### src/rtl/sar_pkg.sv
// sar_pkg: shared types and defaults for the SAR ADC sequencer.
// FSM state enum, default parameters and counter-width helper.
package sar_pkg;

  localparam int SIZE_DEF       = 10;
  localparam int SAMPLE_CYC_DEF = 4;
  localparam int AVG_LOG2_DEF   = 2;

  typedef enum logic [1:0] {
    IDLE,
    SAMPLE,
    CONV,
    DONE
  } state_t;

  // Width of a counter holding 0..n-1, never less than 1.
  function automatic int cnt_w(input int n);
    return (n < 2) ? 1 : $clog2(n);
  endfunction

  localparam int BIT_W_DEF = cnt_w(SIZE_DEF);
  localparam int SMP_W_DEF = cnt_w(SAMPLE_CYC_DEF);

endpackage

### src/rtl/sar_avg_acc.sv
// sar_avg_acc: sums SAR pass results and counts passes for averaging.
// Ports: i_clk, i_rst, i_clr (restart), i_add (pass done), i_val, o_sum, o_last.
import sar_pkg::*;

module sar_avg_acc #(
  parameter int SIZE     = SIZE_DEF,
  parameter int AVG_LOG2 = AVG_LOG2_DEF
) (
  input  logic                     i_clk,
  input  logic                     i_rst,
  input  logic                     i_clr,
  input  logic                     i_add,
  input  logic [SIZE-1:0]          i_val,
  output logic [SIZE+AVG_LOG2-1:0] o_sum,
  output logic                     o_last
);

  localparam int AW = SIZE + AVG_LOG2;
  localparam int PW = (AVG_LOG2 < 1) ? 1 : AVG_LOG2;

  logic [AW-1:0] r_acc;
  logic [PW-1:0] r_pass;

  // o_sum already includes the pass being finished this cycle.
  assign o_sum  = r_acc + AW'(i_val);
  assign o_last = (r_pass == PW'((1 << AVG_LOG2) - 1));

  always_ff @(posedge i_clk) begin
    if (i_rst) begin
      r_acc  <= '0;
      r_pass <= '0;
    end else if (i_clr) begin
      r_acc  <= '0;
      r_pass <= '0;
    end else if (i_add) begin
      r_acc  <= o_sum;
      r_pass <= r_pass + 1'b1;
    end
  end

endmodule

### src/rtl/sar_adc_ctrl.sv
// sar_adc_ctrl: successive-approximation sequencer for the analog SAR core.
// Ports: wb_clk_i, wb_rst_i, soc_i, cmp_i -> sample_o, dac_o, busy_o, eoc_o, data_o.
// Define SAR_AVG_EN to average 2^AVG_LOG2 passes per soc_i.
import sar_pkg::*;

module sar_adc_ctrl #(
  parameter int SIZE       = SIZE_DEF,
  parameter int SAMPLE_CYC = SAMPLE_CYC_DEF,
  parameter int AVG_LOG2   = AVG_LOG2_DEF
) (
  input  logic            wb_clk_i,
  input  logic            wb_rst_i,
  input  logic            soc_i,
  input  logic            cmp_i,
  output logic            sample_o,
  output logic [SIZE-1:0] dac_o,
  output logic            busy_o,
  output logic            eoc_o,
  output logic [SIZE-1:0] data_o
);

  localparam int BW = cnt_w(SIZE);
  localparam int SW = cnt_w(SAMPLE_CYC);

  state_t          r_state;
  state_t          w_next;
  logic [BW-1:0]   r_bit;
  logic [SW-1:0]   r_scnt;
  logic [SIZE-1:0] r_res;
  logic [SIZE-1:0] r_data;

  logic            w_accept;
  logic            w_smp_last;
  logic            w_bit_last;
  logic            w_pass_last;
  logic [SIZE-1:0] w_mask;
  logic [SIZE-1:0] w_final;
  logic [SIZE-1:0] w_result;

  assign w_accept   = (r_state == IDLE) && soc_i;
  assign w_smp_last = (r_scnt == SW'(SAMPLE_CYC - 1));
  assign w_bit_last = (r_bit == '0);
  assign w_mask     = SIZE'(1) << r_bit;
  // Result with the current trial bit resolved by the comparator.
  assign w_final    = cmp_i ? (r_res | w_mask) : r_res;

`ifdef SAR_AVG_EN
  logic [SIZE+AVG_LOG2-1:0] w_sum;

  sar_avg_acc #(
    .SIZE     (SIZE),
    .AVG_LOG2 (AVG_LOG2)
  ) u_acc (
    .i_clk  (wb_clk_i),
    .i_rst  (wb_rst_i),
    .i_clr  (w_accept),
    .i_add  ((r_state == CONV) && w_bit_last),
    .i_val  (w_final),
    .o_sum  (w_sum),
    .o_last (w_pass_last)
  );

  assign w_result = SIZE'(w_sum >> AVG_LOG2);
`else
  assign w_pass_last = 1'b1;
  assign w_result    = w_final;
`endif

  always_ff @(posedge wb_clk_i) begin
    if (wb_rst_i) r_state <= IDLE;
    else          r_state <= w_next;
  end

  always_comb begin
    w_next   = r_state;
    sample_o = 1'b0;
    dac_o    = '0;
    busy_o   = 1'b1;
    eoc_o    = 1'b0;
    unique case (r_state)
      IDLE: begin
        busy_o = 1'b0;
        if (soc_i) w_next = SAMPLE;
      end
      SAMPLE: begin
        sample_o = 1'b1;
        if (w_smp_last) w_next = CONV;
      end
      CONV: begin
        dac_o = r_res | w_mask;
        if (w_bit_last) w_next = w_pass_last ? DONE : SAMPLE;
      end
      DONE: begin
        eoc_o  = 1'b1;
        w_next = IDLE;
      end
      default: w_next = IDLE;
    endcase
  end

  always_ff @(posedge wb_clk_i) begin
    if (wb_rst_i) begin
      r_bit  <= '0;
      r_scnt <= '0;
      r_res  <= '0;
      r_data <= '0;
    end else begin
      unique case (r_state)
        SAMPLE: begin
          r_scnt <= w_smp_last ? '0 : r_scnt + 1'b1;
          r_res  <= '0;
          r_bit  <= BW'(SIZE - 1);
        end
        CONV: begin
          r_res <= w_final;
          r_bit <= r_bit - 1'b1;
          // Loaded on entry to DONE so data_o is valid with eoc_o.
          if (w_bit_last && w_pass_last) r_data <= w_result;
        end
        default: r_scnt <= '0;
      endcase
    end
  end

  assign data_o = r_data;

endmodule

### config.mk
export PLATFORM = sky130hd
export DESIGN_NAME = sar_adc_ctrl
export DESIGN_NICKNAME = d
export VERILOG_FILES = /design/src/rtl/sar_pkg.sv /design/src/rtl/sar_avg_acc.sv /design/src/rtl/sar_adc_ctrl.sv
export SDC_FILE = /design/constraint.sdc
export NUM_CORES = 1
export LEC_CHECK = 0
export ABC_AREA = 1
export BUFFER_PORTS_ARGS = -buffer_cell sky130_fd_sc_hd__buf_2
export CAP_MARGIN = 20
export CORE_MARGIN = 3
export CORE_UTILIZATION = 37
export DETAILED_ROUTE_END_ITERATION = 7
export SKIP_CTS_REPAIR_TIMING = 1
export SLEW_MARGIN = 15
export SYNTH_ARGS = -nofsm -noshare
export SYNTH_HDL_FRONTEND = slang
export SYNTH_SLANG_ARGS = --single-unit
### constraint.sdc
create_clock -name wb_clk_i -period 2.7 [get_ports wb_clk_i]
set_clock_uncertainty 0.1 [all_clocks]
set_input_delay 0.675 -clock wb_clk_i [delete_from_list [all_inputs] [get_ports wb_clk_i]]
set_output_delay 0.675 -clock wb_clk_i [all_outputs]
set_load 0.02 [all_outputs]
==> impl_metrics.env <==
export IMPL_hold_ws_ns=0.389
export IMPL_cts_num_sinks=28
export IMPL_cts_root_to_sink_buffers=2
export IMPL_core_area_um2=3850
export IMPL_final_max_slew_viol_count=0
export IMPL_cellInternalPower_mw=1.04
export IMPL_number_of_antenna_violations_at_the_first_check_in_global_routing=0
export IMPL_wire_length_after_detailed_routing_um=3170
export IMPL_setup_viol=0
export IMPL_share_seq_of_total_power_pct=30.2
export IMPL_area_growth_syn_to_layout_pct=14.7
export IMPL_cp_data_required_time_ns=1.92
export IMPL_antennaDiodeCount=0
export IMPL_ir_drop_v=0.000705
export IMPL_timing_slew_headroom_pct=74.6
export IMPL_clkLatencyLatePin_ns=0.27
export IMPL_dr_first_iter_drc_count=46
export IMPL_hpwlAfterDp_um=2360
export IMPL_critical_path_endpoint_type="output port"
export IMPL_placementRows=22
export IMPL_cts_clk_slew_worst_paths_ns=0.09
export IMPL_count_of_nets_after_finishing=260
export IMPL_grt_setup_unrepaired="false"
export IMPL_worst_path_largest_cell_delay_ns=0.36
export IMPL_synth_area_leader_cell="dfxtp_1"
export IMPL_synth_net_count=233
export IMPL_crit_chain="inv_1 > ha_1 > inv_2 > a21oi_1 > buf_2"
export IMPL_synthesis_area_um2=1560
export IMPL_die_width_um=71.0
export IMPL_root_buffer="clkbuf_8"
export IMPL_run_status="complete, no violations"
export IMPL_grt_total_usage_pct=13.2
export IMPL_tritoncts_num_buffers=3
export IMPL_tritoncts="yes"
export IMPL_synthesis_area_per_instance_um2=7.17
export IMPL_routabilityCongestion=0.769
export IMPL_critical_path_slowest_cell="ha_1"
export IMPL_p_clk_share_pct=17.1
export IMPL_vias=1336
export IMPL_fill_cells=404
export IMPL_layout_common_cells="52 x nand2_1, 30 x inv_1, 28 x dfxtp_1, 26 x buf_2, 25 x a21oi_1"
export IMPL_synth_top_area_share_pct=35.9
export IMPL_place_port_buffers=26
export IMPL_detail_route_first_pass_iterations=4
export IMPL_cp_num_buf_inv=3
export IMPL_hold_viol_final=0
export IMPL_synth_ff_latch_count=28
export IMPL_initial_core_util_pct=40.6
export IMPL_grt_start_max_net_pins=20
export IMPL_final_sum_of_negative_setup_slack_ns=0
export IMPL_layout_commonest_cell="nand2_1"
export IMPL_critical_path_arrival_ns=1.64
export IMPL_whs_path_depth=2
export IMPL_die_height_um=71.0
export IMPL_critPathLaunch="r_state[0]$_SDFFE_PP0P_"
export IMPL_final_antenna_net_count=0
export IMPL_synthTopCellsByArea="dfxtp_1 36%, nand2_1 12%, ha_1 8.8%"
export IMPL_worst_hold_startpoint="r_scnt[0]$_SDFFE_PP0N_"
export IMPL_critical_path_top_delay_family="buffers and inverters"
export IMPL_critPathKind="reg -> out"
export IMPL_synth_yosys_seq_area_share_pct=35.9
export IMPL_route_detailed_vias_per_inst=4.58
export IMPL_die_area_um2=5040
export IMPL_timing_fmax_ghz=0.414
export IMPL_first_global_vias=1227
export IMPL_period_share_pct=89.4
export IMPL_num_io_pins=27
export IMPL_switching_power_mw=0.900
export IMPL_final_layout_size_suffix_gt1_share_pct=23.8
export IMPL_netlist_cell_type_count=22
export IMPL_grt_first_pass_wirelength_um=5420
export IMPL_setup_worst_path_start_class="register"
export IMPL_slew_at_the_pin_closest_to_its_max_slew_limit_ns=0.381
export IMPL_power_static_leakage_nw=0.900
export IMPL_reg_to_reg_startpoint="r_state[0]$_SDFFE_PP0P_"
export IMPL_route_detailed_wl_per_inst_um=10.9
export IMPL_power_per_cell_area_nw_per_um2=1080
export IMPL_drc=0
export IMPL_yosysWarningCount=0
export IMPL_cts_htree_levels=1
export IMPL_power_switching_fraction_pct=46.5
export IMPL_timing_critical_path_depth=5
export IMPL_grt_overflow=0
export IMPL_shortest_clock_period_the_worst_path_allows_after_layout_ns=2.42
export IMPL_reg2reg_path_depth=8
export IMPL_cp_max_fo=14
export IMPL_syn_inst=218
export IMPL_hp_class="reg -> reg"
export IMPL_combPwrFrac_pct=52.6
export IMPL_cap_violations=0
[registers in the layout, indices dropped and copies added, names as in the netlist]
signal,flops
data_o,10
r_res,10
r_bit,4
r_scnt,2
r_state,2
[synthesized netlist by cell type]
master,number
a21oi_1,25
a2bb2oi_1,1
inv_2,3
buf_2,1
clkbuf_1,2
clkinv_1,1
inv_1,30
nor2_1,13
buf_4,1
nor3_1,1
a31oi_1,1
dfxtp_1,28
nand3_1,19
nand2_4,2
buf_12,1
o21ai_0,4
nand2_1,52
a21oi_2,9
nor2_4,2
nor2_2,10
ha_1,11
or2_2,1
[metrics by stage]
stage               utilization [%]  total power [mW]  area, um^2  std cells  worst slack (ns)
floorplan                         -              1.42        1560        218             0.633
global placement               44.6              1.63        1720        288             0.615
detailed placement             44.6              1.62        1720        288             0.567
CTS                            46.5              1.97        1790        292             0.255
global route                   46.5              2.11        1790        292             0.115
finish                         46.5              1.94        1790        292             0.285
[final cells by class]
| class | count | area [um^2] | area share, % |
|---|---|---|---|
| clock buffers | 3 | 41.3 | 2.30 |
| well taps | 48 | 60.1 | 3.35 |
| multi-input cells | 151 | 835 | 46.6 |
| repair buffers | 27 | 138 | 7.68 |
| clock inverters | 1 | 30.0 | 1.68 |
| inverters | 34 | 128 | 7.12 |
| flip-flops and latches | 28 | 561 | 31.3 |
[power groups by stage]
stage	registers (mW)	clock network, mW	logic, mW
3_5_place_dp	0.595	0	1.03
5_1_grt	0.598	0.361	1.15
4_1_cts	0.585	0.345	1.04
6_report	0.585	0.332	1.02
2_1_floorplan	0.635	0	0.789
3_3_place_gp	0.595	0	1.03
[tightest hold or removal path: stages, from the launching register on]
cell and delay [ns]:
dfxtp_1 0.34, nand2_1 0.06, a21oi_1 0.05
[layer usage]
metal  vias to the layer above  GRT usage (%)  share of wire [%]
met5                         -              0                  0
met4                         0           1.88               0.54
met3                         2           3.84                5.0
met2                        27           23.7                 48
met1                       569           15.8                 47
li1                        738              -                  -
[kinds of logic (layout without fill, tap and decap cells)]
kind of cell,count (synthesis),in the layout,synth area share [%]
and+or+nand+nor,100,100,29.3
AOI/OAI and AO/OA,40,40,15.3
buffers and inverters,39,65,10.7
DFF,28,28,35.9
adders and majority gates,11,11,8.81
[path summary, 6_finish.rpt]
check,to,slack [ns]
hold reg to reg,r_scnt[0]$_SDFFE_PP0N_,0.39
setup reg to reg,r_res[3]$_SDFFE_PP0P_,0.92
setup / recovery,dac_o[4],0.28
hold / removal,r_scnt[0]$_SDFFE_PP0N_,0.39
Power figures use the tool's default switching activity.
